<file path="src/rtl/a1_vector_sequencer.sv">
// Walks A1's select input i through codes 0..7, captures f once per code, and grades the table against exp.
// Latency: done pulses 8*HOLD_CYCLES+1 cycles after the edge that accepts start.
// Backpressure: none; start is ignored while busy, and abort ends a run on the next edge.
module a1_vector_sequencer #(
    parameter int HOLD_CYCLES   = 4,
    parameter int SAMPLE_OFFSET = 2
) (
    input  logic       clk,
    input  logic       rst_n,
    input  logic       start,
    input  logic       cont,
    input  logic       abort,
    input  logic [7:0] exp,
    input  logic       f,
    output logic [2:0] i,
    output logic [7:0] tt,
    output logic       busy,
    output logic       done,
    output logic       pass,
    output logic       err,
    output logic [2:0] err_idx
);

    typedef enum logic [1:0] {IDLE, APPLY, CHECK} state_t;

    localparam logic [7:0] CNT_LAST = 8'(HOLD_CYCLES - 1);
    localparam logic [7:0] CNT_SAMP = 8'(SAMPLE_OFFSET);

    state_t     state;
    logic [7:0] cnt;
    logic [7:0] work;
    logic [7:0] exp_q;
    logic       match;
    logic [2:0] miss_idx;

    assign match = (work == exp_q);

    // Scan from the top down so the lowest mismatching index wins.
    always_comb begin
        miss_idx = 3'd0;
        for (int k = 7; k >= 0; k--) begin
            if (work[k] != exp_q[k]) miss_idx = 3'(k);
        end
    end

    always_ff @(posedge clk or negedge rst_n) begin
        if (!rst_n) begin
            state   <= IDLE;
            cnt     <= 8'd0;
            work    <= 8'd0;
            exp_q   <= 8'd0;
            i       <= 3'd0;
            tt      <= 8'd0;
            busy    <= 1'b0;
            done    <= 1'b0;
            pass    <= 1'b0;
            err     <= 1'b0;
            err_idx <= 3'd0;
        end else begin
            done <= 1'b0;
            if (abort) begin
                // Results of the previous pass stay visible.
                state <= IDLE;
                i     <= 3'd0;
                busy  <= 1'b0;
                cnt   <= 8'd0;
            end else begin
                case (state)
                    IDLE: begin
                        i <= 3'd0;
                        if (start) begin
                            exp_q <= exp;
                            work  <= 8'd0;
                            cnt   <= 8'd0;
                            busy  <= 1'b1;
                            state <= APPLY;
                        end
                    end
                    APPLY: begin
                        if (cnt == CNT_SAMP) work[i] <= f;
                        if (cnt == CNT_LAST) begin
                            cnt <= 8'd0;
                            if (i == 3'd7) state <= CHECK;
                            else           i     <= i + 3'd1;
                        end else begin
                            cnt <= cnt + 8'd1;
                        end
                    end
                    CHECK: begin
                        tt      <= work;
                        pass    <= match;
                        err     <= ~match;
                        err_idx <= match ? 3'd0 : miss_idx;
                        done    <= 1'b1;
                        i       <= 3'd0;
                        if (cont) begin
                            work  <= 8'd0;
                            cnt   <= 8'd0;
                            state <= APPLY;
                        end else begin
                            busy  <= 1'b0;
                            state <= IDLE;
                        end
                    end
                    default: state <= IDLE;
                endcase
            end
        end
    end

endmodule

</file>
<file path="config.mk">
export PLATFORM = sky130hd
export DESIGN_NAME = a1_vector_sequencer
export DESIGN_NICKNAME = d
export VERILOG_FILES = /design/src/rtl/a1_vector_sequencer.sv
export SDC_FILE = /design/constraint.sdc
export NUM_CORES = 1
export LEC_CHECK = 0
export BUFFER_PORTS_ARGS = -buffer_cell sky130_fd_sc_hd__buf_2
export CAP_MARGIN = 15
export CORE_MARGIN = 2
export CORE_UTILIZATION = 61
export DETAILED_ROUTE_END_ITERATION = 8
export PLACE_DENSITY = 0.84
export SYNTH_ARGS = -nofsm -noshare
export SYNTH_HDL_FRONTEND = slang
export SYNTH_SLANG_ARGS = --single-unit
export TNS_END_PERCENT = 30
</file>
<file path="constraint.sdc">
create_clock -name clk -period 2.6 [get_ports clk]
set_input_delay 0.52 -clock clk [delete_from_list [all_inputs] [get_ports clk]]
set_output_delay 0.52 -clock clk [all_outputs]
set_load 0.03 [all_outputs]
</file>
==> flow_summary.json <==
{
  "outcome": "finished clean",
  "synth_top_area_share_pct": 49.5,
  "hold_buffers": 0,
  "busiest_layer": "met2",
  "via_per_inst": 5.76,
  "ys_async_sr_fraction_pct": 100,
  "first_pass_iters": 4,
  "final.period_utilization_pct": 73.2,
  "synth-seq-cells": 44,
  "syn_area_per_cell_um2": 10.4,
  "ant_nets": 0,
  "cts_buffers": 5,
  "hold_viol_final": 0,
  "antenna_found_initial": 0,
  "synthToLayoutAreaGrowth_pct": 11.4,
  "use_met2_pct": 37.9,
  "synthFlopType": "dfrtp_1",
  "yosysWarnings": 0,
  "grt_pass1_vias": 1636,
  "drcViolationCount": 0,
  "ctsResizeCount": 0,
  "rr_startpoint": "state[0]$_DFFE_PN0P_",
  "final_core_utilization_pct": 72.6,
  "gp_congestion": 0.851,
  "yosys-top-cells-area": "dfrtp_1 (49%), nand2_1 (7.6%), mux2_2 (4.6%)",
  "num_vias": 1704,
  "dieArea_mm2": 0.00415,
  "clockBufferDepth": 2,
  "cts_tree": "built",
  "synth-edff-count": 0,
  "synth_top_area_cell": "dfrtp_1",
  "core_mm2": 0.00342,
  "grt_pass1_wl_um": 7840,
  "cts-root-buf": "clkbuf_4",
  "fmax_mhz": 526,
  "critPathMaxFanout": 11,
  "critPathLaunchType": "register",
  "die_h_um": 64.4,
  "yosysMostFrequentCell": "nand2_1",
  "crit_arrival_ps": 2200,
  "gr-total-overflow": 0,
  "htree_levels": 2,
  "p_per_area_mw_per_mm2": 569,
  "skew_ps": 12.1,
  "routedWlPerCell_um": 15.4,
  "fin_setup_tns_ps": 0,
  "rsz0062_at_grt": "false",
  "post-route-cell-area_mm2": 0.00248,
  "drt-total-wl_um": 4560,
  "crit_required_ps": 2900,
  "syn-num-nets": 233,
  "pin_count": 32,
  "initial_core_util_pct": 65.2,
  "layout.nets": 267,
  "fin_crit_ps": 1900,
  "port_buffers": 31,
  "clk_latency_ps": 370,
  "worstSetupPathType": "reg -> reg",
  "syn_area_mm2": 0.00223,
  "synthCells": 215,
  "p_leak_nw": 1.27,
  "cts.reportedPaths.clkPinSlew_ps": 130,
  "synth-seq-area-share_pct": 49.5,
  "max_cap_viol_count": 0,
  "n_antenna_cell": 0,
  "layout-drive-gt1-share_pct": 26.4,
  "first_iter_violations": 183,
  "grt_start_max_net_pins": 30,
  "hold_class": "in -> async",
  "clkSinkCount": 44,
  "grt_util_met1_pct": 35.5,
  "dp_hpwl_um": 3390,
  "worst_pin_slew_ps": 494,
  "slew_headroom_pct": 66.8,
  "cts_setup_buffers": 0,
  "setup_viol": 0,
  "slew_violations": 0,
  "dpl-instance-area_mm2": 0.00242,
  "synth_cell_type_count": 50,
  "std_cell_rows": 21,
  "ys_top_cells_by_count": "nand2_1 (45), dfrtp_1 (44), nor2_1 (13), mux2_2 (9)",
  "grtUsageTotal_pct": 25.3,
  "met3_usage_pct": 7.04,
  "die_w_um": 64.4,
  "vdd_drop_max_uv": 456,
  "cp-end-kind": "register",
  "critPathLaunch": "state[0]$_DFFE_PN0P_"
}
[power by group]
part / leakage (nW) / switching, mW / internal, mW / total, mW
Sequential: 0.584 / 0.0612 / 0.737 / 0.798
Combinational: 0.646 / 0.136 / 0.126 / 0.262
Clock: 0.0380 / 0.222 / 0.129 / 0.351
Total: 1.27 / 0.419 / 0.991 / 1.41
[registers in the layout, indices dropped and copies added (netlist names)]
signal,count
busy,1
i,3
state,2
exp_q,8
work,8
err,1
err_idx,3
pass,1
cnt,8
tt,8
done,1
[cells by family (layout without fill, tap and decap cells)]
group / after synthesis / after routing / share of synthesized area, %
XOR/XNOR: 10 / 10 / 3.94
AND/OR/NAND/NOR: 87 / 87 / 19.8
buffers and inverters: 15 / 50 / 3.43
flip-flops: 44 / 44 / 49.5
multiplexers: 11 / 11 / 5.45
adder cells (fa/ha/maj): 4 / 4 / 2.25
AO/OA/AOI/OAI: 44 / 44 / 15.7
[final timing paths]
kind | end | slack (ps) | depth (start not counted)
max | cnt[5]$_DFFE_PN0P_ | 700 | 5
min | exp_q[2]$_DFFE_PN0P_ | 40 | 1
max reg2reg | cnt[5]$_DFFE_PN0P_ | 700 | 5
min reg2reg | err_idx[1]$_DFFE_PN0P_ | 490 | 2
max in group asynchronous | work[4]$_DFFE_PN0P_ | 1880 | 2
min in group clk | exp_q[0]$_DFFE_PN0P_ | 370 | 2
[stage by stage]
step	hold slack, ps	total power, mW	cells	worst slack [ps]
2_1_floorplan	224	0.992	215	795
5_1_grt	40.8	1.49	296	573
6_report	40.1	1.41	296	698
4_1_cts	45.9	1.41	296	715
3_3_place_gp	450	1.05	288	676
3_5_place_dp	453	1.07	288	596
[worst max-delay path, stage by stage, from the launching register on]
cell and delay (ps):
dfrtp_1 560, or3b_4 440, a31oi_2 370, buf_4 220
a31oi_1 80, a31oi_1 160
[final cells by class]
| cell class | count | area, um^2 |
|---|---|---|
| clock buffer | 6 | 51.3 |
| inverter | 7 | 26.3 |
| multi-input combinational | 156 | 1050 |
| clock inverter | 2 | 10.0 |
| tap | 46 | 57.6 |
| sequential | 44 | 1100 |
| fill | 265 | 936 |
| timing repair buffer | 35 | 185 |
[layer usage]
metal	share of wire, %	vias up	wire length (um)
met5	0	-	0
met4	1.6	0	74
met3	5.9	9	269
met2	46	62	2110
met1	46	797	2110
li1	-	836	-
[cells in the final DEF (no fill, tap or decap), types with 3 or more instances in the layout]
| master | synthesis | layout |
|---|---|---|
| o21ai_0 | 4 | 4 |
| xnor2_1 | 8 | 8 |
| o311a_1 | 4 | 4 |
| ha_1 | 4 | 4 |
| a21oi_1 | 4 | 4 |
| nor2_1 | 13 | 13 |
| nor2b_1 | 3 | 3 |
| nand4_1 | 3 | 3 |
| dfrtp_1 | 44 | 44 |
| nand3_1 | 3 | 3 |
| mux2_2 | 9 | 9 |
| o31ai_1 | 3 | 3 |
| buf_2 | 1 | 31 |
| a221o_1 | 8 | 8 |
| a31oi_1 | 6 | 6 |
| inv_1 | 7 | 7 |
| buf_4 | 1 | 4 |
| and3_1 | 5 | 5 |
| clkbuf_4 | 0 | 5 |
| nand2_1 | 45 | 45 |
Power figures use the tool's default switching activity.
